--- src/rtl/pe_array_ctrl.sv ---
// Sequencer for a motion-estimation PE array: loads current blocks into two
// ping-pong banks, preloads the reference path, then steps the search positions.
module pe_array_ctrl #(
    parameter int LOAD_LEN    = 16,
    parameter int PRELOAD_LEN = 8,
    parameter int SEARCH_POS  = 32
) (
    input  logic       clk,
    input  logic       rst,
    input  logic       start,
    input  logic       more_blk,
    input  logic       cb_valid,
    output logic       in_curr_enable,
    output logic       CB_select,
    output logic [1:0] abs_Control,
    output logic       change_ref,
    output logic       ref_input_control,
    output logic       sad_valid,
    output logic [7:0] search_pos,
    output logic       busy,
    output logic       blk_done
);

    localparam int LW = $clog2(LOAD_LEN + 1);
    localparam int PW = $clog2(PRELOAD_LEN + 1);

    // Bank encoding matches CB_select: 1 = bank A, 0 = bank B.
    localparam logic BANK_A = 1'b1;
    localparam logic BANK_B = 1'b0;

    typedef enum logic [2:0] {
        IDLE,
        LOAD,
        PRELOAD,
        SEARCH,
        WAIT_LOAD
    } state_t;

    state_t          state_q, state_d;
    logic            load_bank_q, search_bank_q;
    logic [LW-1:0]   load_cnt_q;
    logic [PW-1:0]   pre_cnt_q;
    logic [7:0]      pos_q;
    logic            phase_q;
    logic            sad_valid_q;

    logic load_full, load_gate, beat, load_done_next, last_pos, pre_last;

    assign load_full = (load_cnt_q == LW'(LOAD_LEN));
    assign load_gate = cb_valid & more_blk & ~load_full;
    assign last_pos  = (pos_q == 8'(SEARCH_POS - 1));
    assign pre_last  = (pre_cnt_q == PW'(PRELOAD_LEN - 1));

    // An accepted beat is cb_valid qualified by the load strobe of the current state.
    always_comb begin
        beat = 1'b0;
        case (state_q)
            LOAD:              beat = cb_valid;
            SEARCH, WAIT_LOAD: beat = load_gate;
            default:           beat = 1'b0;
        endcase
    end

    // Counts the beat accepted this cycle, so a load finishing on the last
    // search cycle goes straight to PRELOAD instead of detouring through WAIT_LOAD.
    assign load_done_next = load_full | (beat & (load_cnt_q == LW'(LOAD_LEN - 1)));

    assign in_curr_enable = beat;
    assign CB_select      = load_bank_q;
    assign search_pos     = pos_q;
    assign sad_valid      = sad_valid_q;
    assign busy           = (state_q != IDLE);

    // NOTE: every output and state_d gets a default first so no path can infer a latch.
    always_comb begin
        state_d           = state_q;
        abs_Control       = 2'b00;
        change_ref        = 1'b0;
        ref_input_control = 1'b0;
        blk_done          = 1'b0;
        case (state_q)
            IDLE: begin
                if (start) state_d = LOAD;
            end
            LOAD: begin
                if (beat && load_cnt_q == LW'(LOAD_LEN - 1)) state_d = PRELOAD;
            end
            PRELOAD: begin
                change_ref        = 1'b1;
                ref_input_control = 1'b1;
                if (pre_last) state_d = SEARCH;
            end
            SEARCH: begin
                abs_Control = {search_bank_q == BANK_B, phase_q};
                if (phase_q) begin
                    change_ref = 1'b1;
                    if (last_pos) begin
                        blk_done = 1'b1;
                        if (!more_blk)          state_d = IDLE;
                        else if (load_done_next) state_d = PRELOAD;
                        else                     state_d = WAIT_LOAD;
                    end
                end
            end
            WAIT_LOAD: begin
                if (load_done_next) state_d = PRELOAD;
            end
            default: state_d = IDLE;
        endcase
    end

    // NOTE: sequential state uses non-blocking assignments only; later
    // assignments in this block deliberately override the counter updates above them.
    always_ff @(posedge clk) begin
        if (rst) begin
            state_q       <= IDLE;
            load_bank_q   <= BANK_A;
            search_bank_q <= BANK_A;
            load_cnt_q    <= '0;
            pre_cnt_q     <= '0;
            pos_q         <= '0;
            phase_q       <= 1'b0;
            sad_valid_q   <= 1'b0;
        end else begin
            state_q     <= state_d;
            sad_valid_q <= (state_q == SEARCH);

            if (beat && !load_full) load_cnt_q <= load_cnt_q + 1'b1;

            if (state_q == PRELOAD && !pre_last) pre_cnt_q <= pre_cnt_q + 1'b1;

            if (state_q == SEARCH) begin
                phase_q <= ~phase_q;
                if (phase_q && !last_pos) pos_q <= pos_q + 8'd1;
            end

            if (state_q == SEARCH && state_d != SEARCH) begin
                pos_q   <= '0;
                phase_q <= 1'b0;
            end

            // Entering PRELOAD: the bank just loaded becomes the search bank.
            if (state_d == PRELOAD && state_q != PRELOAD) begin
                search_bank_q <= load_bank_q;
                load_bank_q   <= ~load_bank_q;
                load_cnt_q    <= '0;
                pre_cnt_q     <= '0;
            end

            if (state_d == IDLE && state_q != IDLE) begin
                load_bank_q   <= BANK_A;
                search_bank_q <= BANK_A;
                load_cnt_q    <= '0;
            end
        end
    end

endmodule

--- config.mk ---
export PLATFORM = sky130hd
export DESIGN_NAME = pe_array_ctrl
export DESIGN_NICKNAME = d
export VERILOG_FILES = /design/src/rtl/pe_array_ctrl.sv
export SDC_FILE = /design/constraint.sdc
export NUM_CORES = 1
export LEC_CHECK = 0
export ABC_AREA = 1
export BUFFER_PORTS_ARGS = -buffer_cell sky130_fd_sc_hd__buf_2
export CORE_ASPECT_RATIO = 1.4
export CORE_UTILIZATION = 38
export CTS_CLUSTER_DIAMETER = 30
export DETAILED_ROUTE_END_ITERATION = 6
export SLEW_MARGIN = 20
export SYNTH_ARGS = -nofsm -noshare
export SYNTH_HDL_FRONTEND = slang
export SYNTH_SLANG_ARGS = --single-unit
export TNS_END_PERCENT = 30
--- constraint.sdc ---
create_clock -name clk -period 1.6 [get_ports clk]
set_input_delay 0.32 -clock clk [delete_from_list [all_inputs] [get_ports clk]]
set_output_delay 0.32 -clock clk [all_outputs]
set_load 0.01 [all_outputs]
# [Word level (Yosys, flattened, before mapping)]
# Cells that the tools add are included.
[classes] n_addsub=3 eq_ne=11 mux=17 n_bitwise=8 n_reduce_logical=19
[ops] op="3-bit 2-to-1 mux" count=8
[ops] op="3-bit case mux with 5 select lines" count=1
[ops] op="3-bit by 2-bit == test with 1-bit output (second input constant)" count=3
[ops] op="8-bit by 1-bit adder with 8-bit output (second input constant)" count=1
[ops] op="8-bit by 5-bit == test with 1-bit output (second input constant)" count=1
[ops] op="2-bit OR reduction" count=4
[ops] op="1-bit logical AND" count=7
[ops] op="3-bit logical NOT" count=2
[ops] op="3-bit by 2-bit != test with 1-bit output (second input constant)" count=2
[ops] op="5-bit by 1-bit adder with 5-bit output (second input constant)" count=1
[ops] op="5-bit by 4-bit == test with 1-bit output (second input constant)" count=1
[ops] op="5-bit == test (second input constant)" count=1
[ops] op="1-bit 2-to-1 mux" count=5
[ops] op="4-bit by 1-bit adder with 4-bit output (second input constant)" count=1
[ops] op="4-bit by 3-bit == test with 1-bit output (second input constant)" count=1
[ops] op="1-bit inverter" count=4
[ops] op="1-bit case mux with 2 select lines" count=2
[ops] op="1-bit bitwise AND" count=3
[ops] op="3-bit by 1-bit == test with 1-bit output (second input constant)" count=1
[ops] op="3-bit == test (second input constant)" count=1
[ops] op="1-bit logical NOT" count=3
[ops] op="3-bit nonzero test" count=1
[ops] op="3-bit OR reduction" count=1
[ops] op="2-bit 2-to-1 mux" count=1
[ops] op="2 further kinds" count=2
[word_totals] register_bits=24 in_bits=5 output_inout_bits=17

# [Longest topological paths before layout]
# Gate-level depths: netlist (run 1).
[depth] depth_word=14 mapped_depth=13

# [Least setup slack after synthesis (run 1)]
# No wires, ideal clock.
[synth_path] path_type="register to register" start="register pos_q[0] (netlist: search_pos[0])" end="register pos_q[7] (netlist: search_pos[7])" arrival_time_ns=1.607 setup_slack_ns=-0.122 path_stages_with_launch=12 path_buffers=0 period_less_slack_ns=1.722 path_cell_list="dfxtp_1 -> ha_1 -> nand3_1 -> nor2_4 -> nand2_1 -> a21oi_2 -> nand2_4 -> inv_4 -> nor2_4 -> nand2_4 -> nand2_1 -> and2_1"
[synth_via] elab_chain_len=7 word_cells_on_any_way=11
[synth_lines] element="start: declaration" line_no="43" source="logic [7:0] pos_q;"
[synth_lines] element="start signal: assignment" line_no="134" source="if (phase_q && !last_pos) pos_q <= pos_q + 8'd1;"
[synth_lines] element="8-bit by 5-bit == test with 1-bit output" line_no="51" source="assign last_pos = (pos_q == 8'(SEARCH_POS - 1));"
[synth_lines] element="3-bit 2-to-1 mux" line_no="97" source="if (last_pos) begin"
[synth_lines] element="3-bit 2-to-1 mux" line_no="95" source="if (phase_q) begin"
[synth_lines] element="3-bit case mux with 5 select lines" line_no="81" source="case (state_q)"
[synth_lines] element="3-bit by 2-bit != test with 1-bit output" line_no="137" source="if (state_q == SEARCH && state_d != SEARCH) begin"
[synth_lines] element="1-bit logical AND" line_no="137"
[synth_lines] element="2-bit OR reduction (no source line)"
# Several ways; a longest one is shown, not always the timed one.
# A chain may end at the register's enable or synchronous reset.

# [Final worst setup path (run 1)]
[layout_path] start="register state_q[1]" end="register search_bank_q"
[layout_via] elab_chain_len=13 word_cells_on_any_way=26
[layout_lines] element="start: declaration" line_no="39" source="state_t state_q, state_d;"
[layout_lines] element="start signal: assignment" line_no="125" source="state_q <= state_d;"
[layout_lines] element="3-bit by 2-bit == test with 1-bit output or 3-bit == test (tied branches)" line_no="57, 81"
[layout_lines] element="2-bit OR reduction" line_no="57" source="case (state_q)"
[layout_lines] element="1-bit case mux with 2 select lines" line_no="57"
[layout_lines] element="1-bit bitwise AND" line_no="66" source="assign load_done_next = load_full | (beat & (load_cnt_q == LW'(LOAD_LEN - 1)));"
[layout_lines] element="1-bit OR" line_no="66"
[layout_lines] element="3-bit 2-to-1 mux" line_no="100" source="else if (load_done_next) state_d = PRELOAD;"
[layout_lines] element="3-bit 2-to-1 mux" line_no="99" source="if (!more_blk) state_d = IDLE;"
[layout_lines] element="3-bit 2-to-1 mux" line_no="97"
[layout_lines] element="3-bit 2-to-1 mux" line_no="95"
[layout_lines] element="3-bit case mux with 5 select lines" line_no="81"
[layout_lines] element="3-bit logical NOT" line_no="150" source="if (state_d == IDLE && state_q != IDLE) begin"
[layout_lines] element="1-bit logical AND" line_no="150"
[layout_lines] element="2-bit OR reduction (no source line)"
[layout_lines] element="end signal: assignment" line_no="144" source="search_bank_q <= load_bank_q;"
[layout_lines] element="end: declaration" line_no="40" source="logic load_bank_q, search_bank_q;"
# Several ways; a longest one is shown, not always the timed one.

==> results_dict.tcl, run 1 <==
set metrics [dict create \
    clk_latency_ns 0.26 \
    grt_pass1_wl_um 5120 \
    place_area_um2 1670 \
    via_per_inst 4.75 \
    gp_congestion 0.771 \
    fin_crit_ns 1.62 \
    coreArea_um2 3410 \
    wirelength_um 3270 \
    holdPathStages 2 \
    required_ns 1.75 \
    overflow 0 \
    status "complete, but fails checks" \
    syn2layout_area_growth_pct 39.6 \
    syn_area_per_cell_um2 7.78 \
    cp_max_fo 7 \
    cp.arrival_ns 1.77 \
    power.leakage_uw 0.000910 \
    maxCapViolCount 0 \
    nets 236 \
    yosysWarningCount 0 \
    ant_nets 0 \
    synth_compound_area_share_pct 7.27 \
    worstMarginPinSlew_ns 0.389 \
    drv_slew 0 \
    dieWidth_um 52.9 \
    cts_tree "built" \
    combPwrFrac_pct 10.3 \
    row_count 25 \
    fmax_mhz 616 \
    synth.cell_area_um2 1380 \
    p_sw_share_pct 22.6 \
    p_int_uw 861 \
    worst_setup_path_start_kind "flip-flop" \
    grt_pass1_vias 1241 \
    p_sw_uw 252 \
    cts.path.max_buffers 2 \
    clk_root_buffer_cell "clkbuf_8" \
    antenna_found_initial 0 \
    drtPass1Iterations 4 \
    grt_busiest_layer "met2" \
    io_pins 22 \
    synthAdderAreaFrac_pct 4.55 \
    share_seq_of_total_power_pct 54.3 \
    end_kind "flip-flop" \
    track_usage_pct 17.7 \
    grt_use_met2_pct 35.4 \
    hold_viol 0 \
    ys_types 27 \
    multi_input_area_um2 935 \
    relSlewSlack_pct 74.0 \
    synth_top_family_by_area "simple AND/OR/NAND/NOR gates" \
    detail_route.wl_per_cell_um 12.3 \
    postLayoutCoreUtil_pct 56.4 \
    synth.net_count 187 \
    synth_seq_area_share_pct 34.9 \
    crit_type "reg -> reg" \
    fin_skew_ns 0.000757 \
    violations "setup timing" \
    drc 0 \
    cts.clk_slew.worst_paths_ns 0.08 \
    final_area_um2 1920 \
    vdd_drop_max_v 0.000420 \
    die_y_um 73.2 \
    setup_viol 10 \
    grt_max_degree 14 \
    hp-class "in -> reg" \
    antenna_cells 0 \
    yosys.area_share.simple_pct 38.2 \
    powerDensity_nw_per_um2 579 \
    synth-xor-area-share_pct 7.00 \
    numCtsBuffers 3 \
    cts_htree_levels 1 \
    synthMuxAreaShare_pct 0.818 \
    cts.sinks 24 \
    dp.final_hpwl_um 2420 \
    fill_cells 326 \
    grtUsageMet1_pct 17.7 \
    fin_ws_ns -0.0236 \
    post-route-period-util_pct 101 \
    met3_usage_pct 2.08 \
    power_uw 1110 \
    design.die.area_um2 3870 \
    io_buffers 21 \
    vias 1260 \
    reg2regPathDepth 12 \
    start_util_pct 40.4 \
    rsz0062_at_grt "yes" \
    syn_inst 177 \
    p_clk_share_pct 35.4 \
    drt_iter0_markers 17 \
    drive_gt1_share_pct 52.0 \
    ys_seq_elements 24 \
    regArea_um2 497 \
]
[cells by family (layout without fill, tap and decap cells)]
group | after synthesis | after routing
AOI/OAI and AO/OA | 16 | 16
xor gates and xnor gates | 11 | 11
adders and majority gates | 5 | 5
buffers and inverters | 26 | 73
DFF | 24 | 24
muxes | 1 | 1
and+or+nand+nor | 94 | 95
[final timing paths]
check	slack [ns]	end	startpoint
setup / recovery	-0.02	search_bank_q$_SDFFE_PP1P_	state_q[1]$_SDFF_PP0_
hold / removal	0.33	state_q[2]$_SDFF_PP0_	rst
hold reg to reg	0.49	search_bank_q$_SDFFE_PP1P_	search_bank_q$_SDFFE_PP1P_
setup reg to reg	-0.02	search_bank_q$_SDFFE_PP1P_	state_q[1]$_SDFF_PP0_
[final cells by class]
class	instances	share of cell area, %
clock buffer	4	2.86
inverter	26	5.34
multi-input combinational	128	48.6
sequential	24	25.8
tap	40	2.60
timing repair buffer	43	14.7
[flip-flops by register name, indices dropped and copies added, names as in the netlist]
signal         flops
pre_cnt_q          4
CB_select          1
state_q            3
search_bank_q      1
phase_q            1
search_pos         8
sad_valid          1
load_cnt_q         5
[worst max-delay path: stages, from the launching register on]
cell and delay [ns]:
dfxtp_2 0.37, nor2_2 0.15, nand2_1 0.11, nand2_2 0.08
nand3_2 0.09, nand2_4 0.11, nand3_1 0.08, nand2_1 0.09
inv_2 0.04, nand2_4 0.13, nand2_1 0.09, nand2_1 0.10
nand3_1 0.07
[power groups by stage]
stage	Clock, µW	Combinational, µW	Sequential [µW]
4_1_cts	412	105	606
2_1_floorplan	0	69.3	618
6_report	394	115	604
5_1_grt	445	128	605
3_3_place_gp	0	98.9	619
3_5_place_dp	0	101	619
[metal layers]
layer | share of wire (%) | vias to the layer above
met4 | 0.55 | 0
met5 | 0 | -
li1 | - | 655
met2 | 58 | 17
met3 | 2.4 | 2
met1 | 39 | 586
[placed cells by master (no fill, tap or decap), types with 8 or more instances in the layout]
cell type,instances
buf_2,19
buf_4,22
dfxtp_1,15
inv_1,18
nand2_1,30
nand2_2,9
nand2_4,8
nor2_1,12
xor2_1,9
[repair_timing]
| action | in CTS | in global routing |
|---|---|---|
| endpoints found under the setup margin | 22 | 26 |
| resized for setup | 14 | 28 |
| pin swaps | 6 | 13 |
| hold buffers | 0 | 0 |
| setup buffers | 1 | 4 |
| gates cloned | 1 | 0 |
[cells in the mapped netlist (all sizes together)]
cell | count | area, µm²
a21boi | 4 | 30.0
a21oi | 10 | 57.6
a22oi | 1 | 7.51
and2 | 1 | 6.26
dfxtp | 24 | 480
ha | 5 | 62.6
inv | 26 | 100
mux2 | 1 | 11.3
nand2 | 46 | 223
nand3 | 14 | 87.6
nand4 | 4 | 25.0
nor2 | 25 | 151
nor3 | 2 | 20.0
o21ai | 1 | 5.00
or2 | 2 | 12.5
xnor2 | 2 | 17.5
xor2 | 9 | 78.8
[stage by stage]
stage	hold slack (ns)	std cells	TNS, ns	worst slack (ns)
finish	0.325	265	-0.109	-0.0236
global route	0.312	265	-2.13	-0.130
CTS	0.324	261	-0.608	-0.0838
detailed placement	0.476	255	-1.14	-0.0853
global placement	0.455	255	-0.221	-0.0398
floorplan	0.392	177	0	0.00569
Power figures use the tool's default switching activity.
==> run 2, diff against run 1 <==
==> constraint.sdc (replaced) <==
create_clock -name clk -period 1.7 [get_ports clk]
set_input_delay 0.34 -clock clk [delete_from_list [all_inputs] [get_ports clk]]
set_output_delay 0.34 -clock clk [all_outputs]
set_load 0.01 [all_outputs]
==> results_dict.tcl, run 2 (same netlist as run 1, synthesis figures left out) <==
set metrics [dict create \
    crit_start "search_pos[0]$_SDFFE_PP0P_" \
    rsz0062_at_grt "yes" \
    fill_cells 331 \
    wirelength_um 2770 \
    start_util_pct 40.4 \
    share_seq_of_total_power_pct 53.9 \
    grt_max_degree 14 \
    via_per_inst 4.67 \
    p_sw_share_pct 23.4 \
    vdd_drop_max_v 0.000486 \
    overflow 0 \
    ant_nets 0 \
    syn2layout_area_growth_pct 34.1 \
    numCtsBuffers 3 \
    fin_crit_ns 1.67 \
    cts.clk_slew.worst_paths_ns 0.08 \
    drt_iter0_markers 12 \
    antenna_found_initial 0 \
    cts_tree "built" \
    p_int_uw 812 \
    dieWidth_um 52.9 \
    largest_register_ffs 8 \
    end_kind "output port" \
    dp.final_hpwl_um 2150 \
    multi_input_area_um2 910 \
    drive_gt1_share_pct 48.4 \
    cts_htree_levels 1 \
    cp_max_fo 2 \
    gp_congestion 0.747 \
    final_cell_mix "nand2_1 (32), buf_2 (20), inv_1 (19)" \
    relSlewSlack_pct 82.3 \
    postLayoutCoreUtil_pct 54.1 \
    combPwrFrac_pct 9.9 \
    setup_viol 0 \
    clk_latency_ns 0.26 \
    cts.path.max_buffers 2 \
    regArea_um2 492 \
    power.leakage_uw 0.000868 \
    die_y_um 73.2 \
    r2r-start "search_pos[0]$_SDFFE_PP0P_" \
    reg2reg_to "search_pos[7]$_SDFFE_PP0P_" \
    drc 0 \
    status "complete, no violations" \
    fmax_mhz 600 \
    detail_route.wl_per_cell_um 10.7 \
    row_count 25 \
    antenna_cells 0 \
    worstMarginPinSlew_ns 0.265 \
    powerDensity_nw_per_um2 575 \
    io_pins 22 \
    clk_root_buffer_cell "clkbuf_8" \
    finalSetupTns_ns 0 \
    cp.arrival_ns 1.33 \
    io_buffers 21 \
    grt_pass1_vias 1118 \
    maxCapViolCount 0 \
    drtPass1Iterations 3 \
    hp-class "in -> reg" \
    fin_skew_ns 0.00317 \
    grt_pass1_wl_um 4440 \
    coreArea_um2 3410 \
    crit_type "reg -> out" \
    post-route-period-util_pct 98.0 \
    p_sw_uw 248 \
    reg2reg_slack_ns 0.06 \
    critPathCapture "blk_done" \
    reg2regPathDepth 12 \
    worst_setup_path_start_kind "flip-flop" \
    nets 230 \
    final_common_cell "nand2_1" \
    track_usage_pct 15.3 \
    hold_viol 0 \
    cts.sinks 24 \
    design.die.area_um2 3870 \
    vias 1210 \
    p_clk_share_pct 36.2 \
    required_ns 1.36 \
    drv_slew 0 \
]
==> run 2: changes by cell type in the layout (fill, tap and decap cells not counted), sizes merged <==
| cell | previous run | this run |
|---|---|---|
| buf | 43 | 38 |
| nand2 | 47 | 46 |
==> run 2: worst min path at each step <==
| stage | from | to | slack (ns) | cells after the start |
|---|---|---|---|---|
| after floorplan | rst | sad_valid$_SDFF_PP0_ | 0.41 | 1 |
| after global placement | search_bank_q$_SDFFE_PP1P_ | search_bank_q$_SDFFE_PP1P_ | 0.46 | 2 |
| after global routing | rst | state_q[0]$_SDFF_PP0_ | 0.36 | 2 |
| after detailed placement | search_bank_q$_SDFFE_PP1P_ | search_bank_q$_SDFFE_PP1P_ | 0.47 | 2 |
| after CTS | rst | state_q[2]$_SDFF_PP0_ | 0.33 | 2 |
| final | rst | state_q[2]$_SDFF_PP0_ | 0.36 | 2 |
==> run 2: what timing repair did <==
| action | 4_1_cts | 5_1_grt |
|---|---|---|
| setup endpoints to repair | 7 | 20 |
| buffers inserted | 2 | 2 |
| resized for setup | 10 | 26 |
| hold buffers | 0 | 0 |
| endpoints found under the hold margin | 0 | 0 |
| pin swaps | 1 | 5 |
==> run 2: power groups by stage <==
stage               clock [µW]  sequential (µW)  combinational (µW)
floorplan                    0              583                65.2
global placement             0              584                89.3
detailed placement           0              584                89.2
CTS                        397              572                90.1
global route               418              572                 118
finish                     384              572                 105
==> run 2: per-stage QoR <==
| step | hold WS, ns | cells | power (µW) | instance area [µm²] | setup WS (ns) |
|---|---|---|---|---|---|
| floorplan | 0.412 | 177 | 648 | 1380 | 0.0444 |
| global placement | 0.458 | 251 | 673 | 1630 | -0.0000757 |
| detailed placement | 0.469 | 251 | 673 | 1630 | 0.0124 |
| CTS | 0.333 | 257 | 1060 | 1740 | -0.000299 |
| global route | 0.361 | 259 | 1110 | 1850 | -0.0662 |
| finish | 0.359 | 259 | 1060 | 1850 | 0.0339 |
==> run 2: routing by layer <==
metal | vias up | routed length [µm] | GRT usage (%)
li1 | 638 | - | -
met1 | 549 | 1180 | 16.2
met2 | 19 | 1460 | 28.7
met3 | 4 | 87 | 2.71
met4 | 0 | 29 | 5.85
met5 | - | 0 | 0
==> run 2: cell type report <==
class | count | area share [%]
multi-input cells | 127 | 49.3
flip-flops and latches | 24 | 26.6
repair buffers | 38 | 12.9
inverters | 26 | 5.42
clock buffers | 4 | 2.98
well taps | 40 | 2.71
==> run 2: critical path, cell delays in order, from the launching register on <==
cell and delay (ns):
dfxtp_2 0.36, ha_4 0.15, nand3_4 0.08, nor2_4 0.10, nand2_2 0.06, buf_4 0.14, nor2_4 0.08, buf_6 0.10
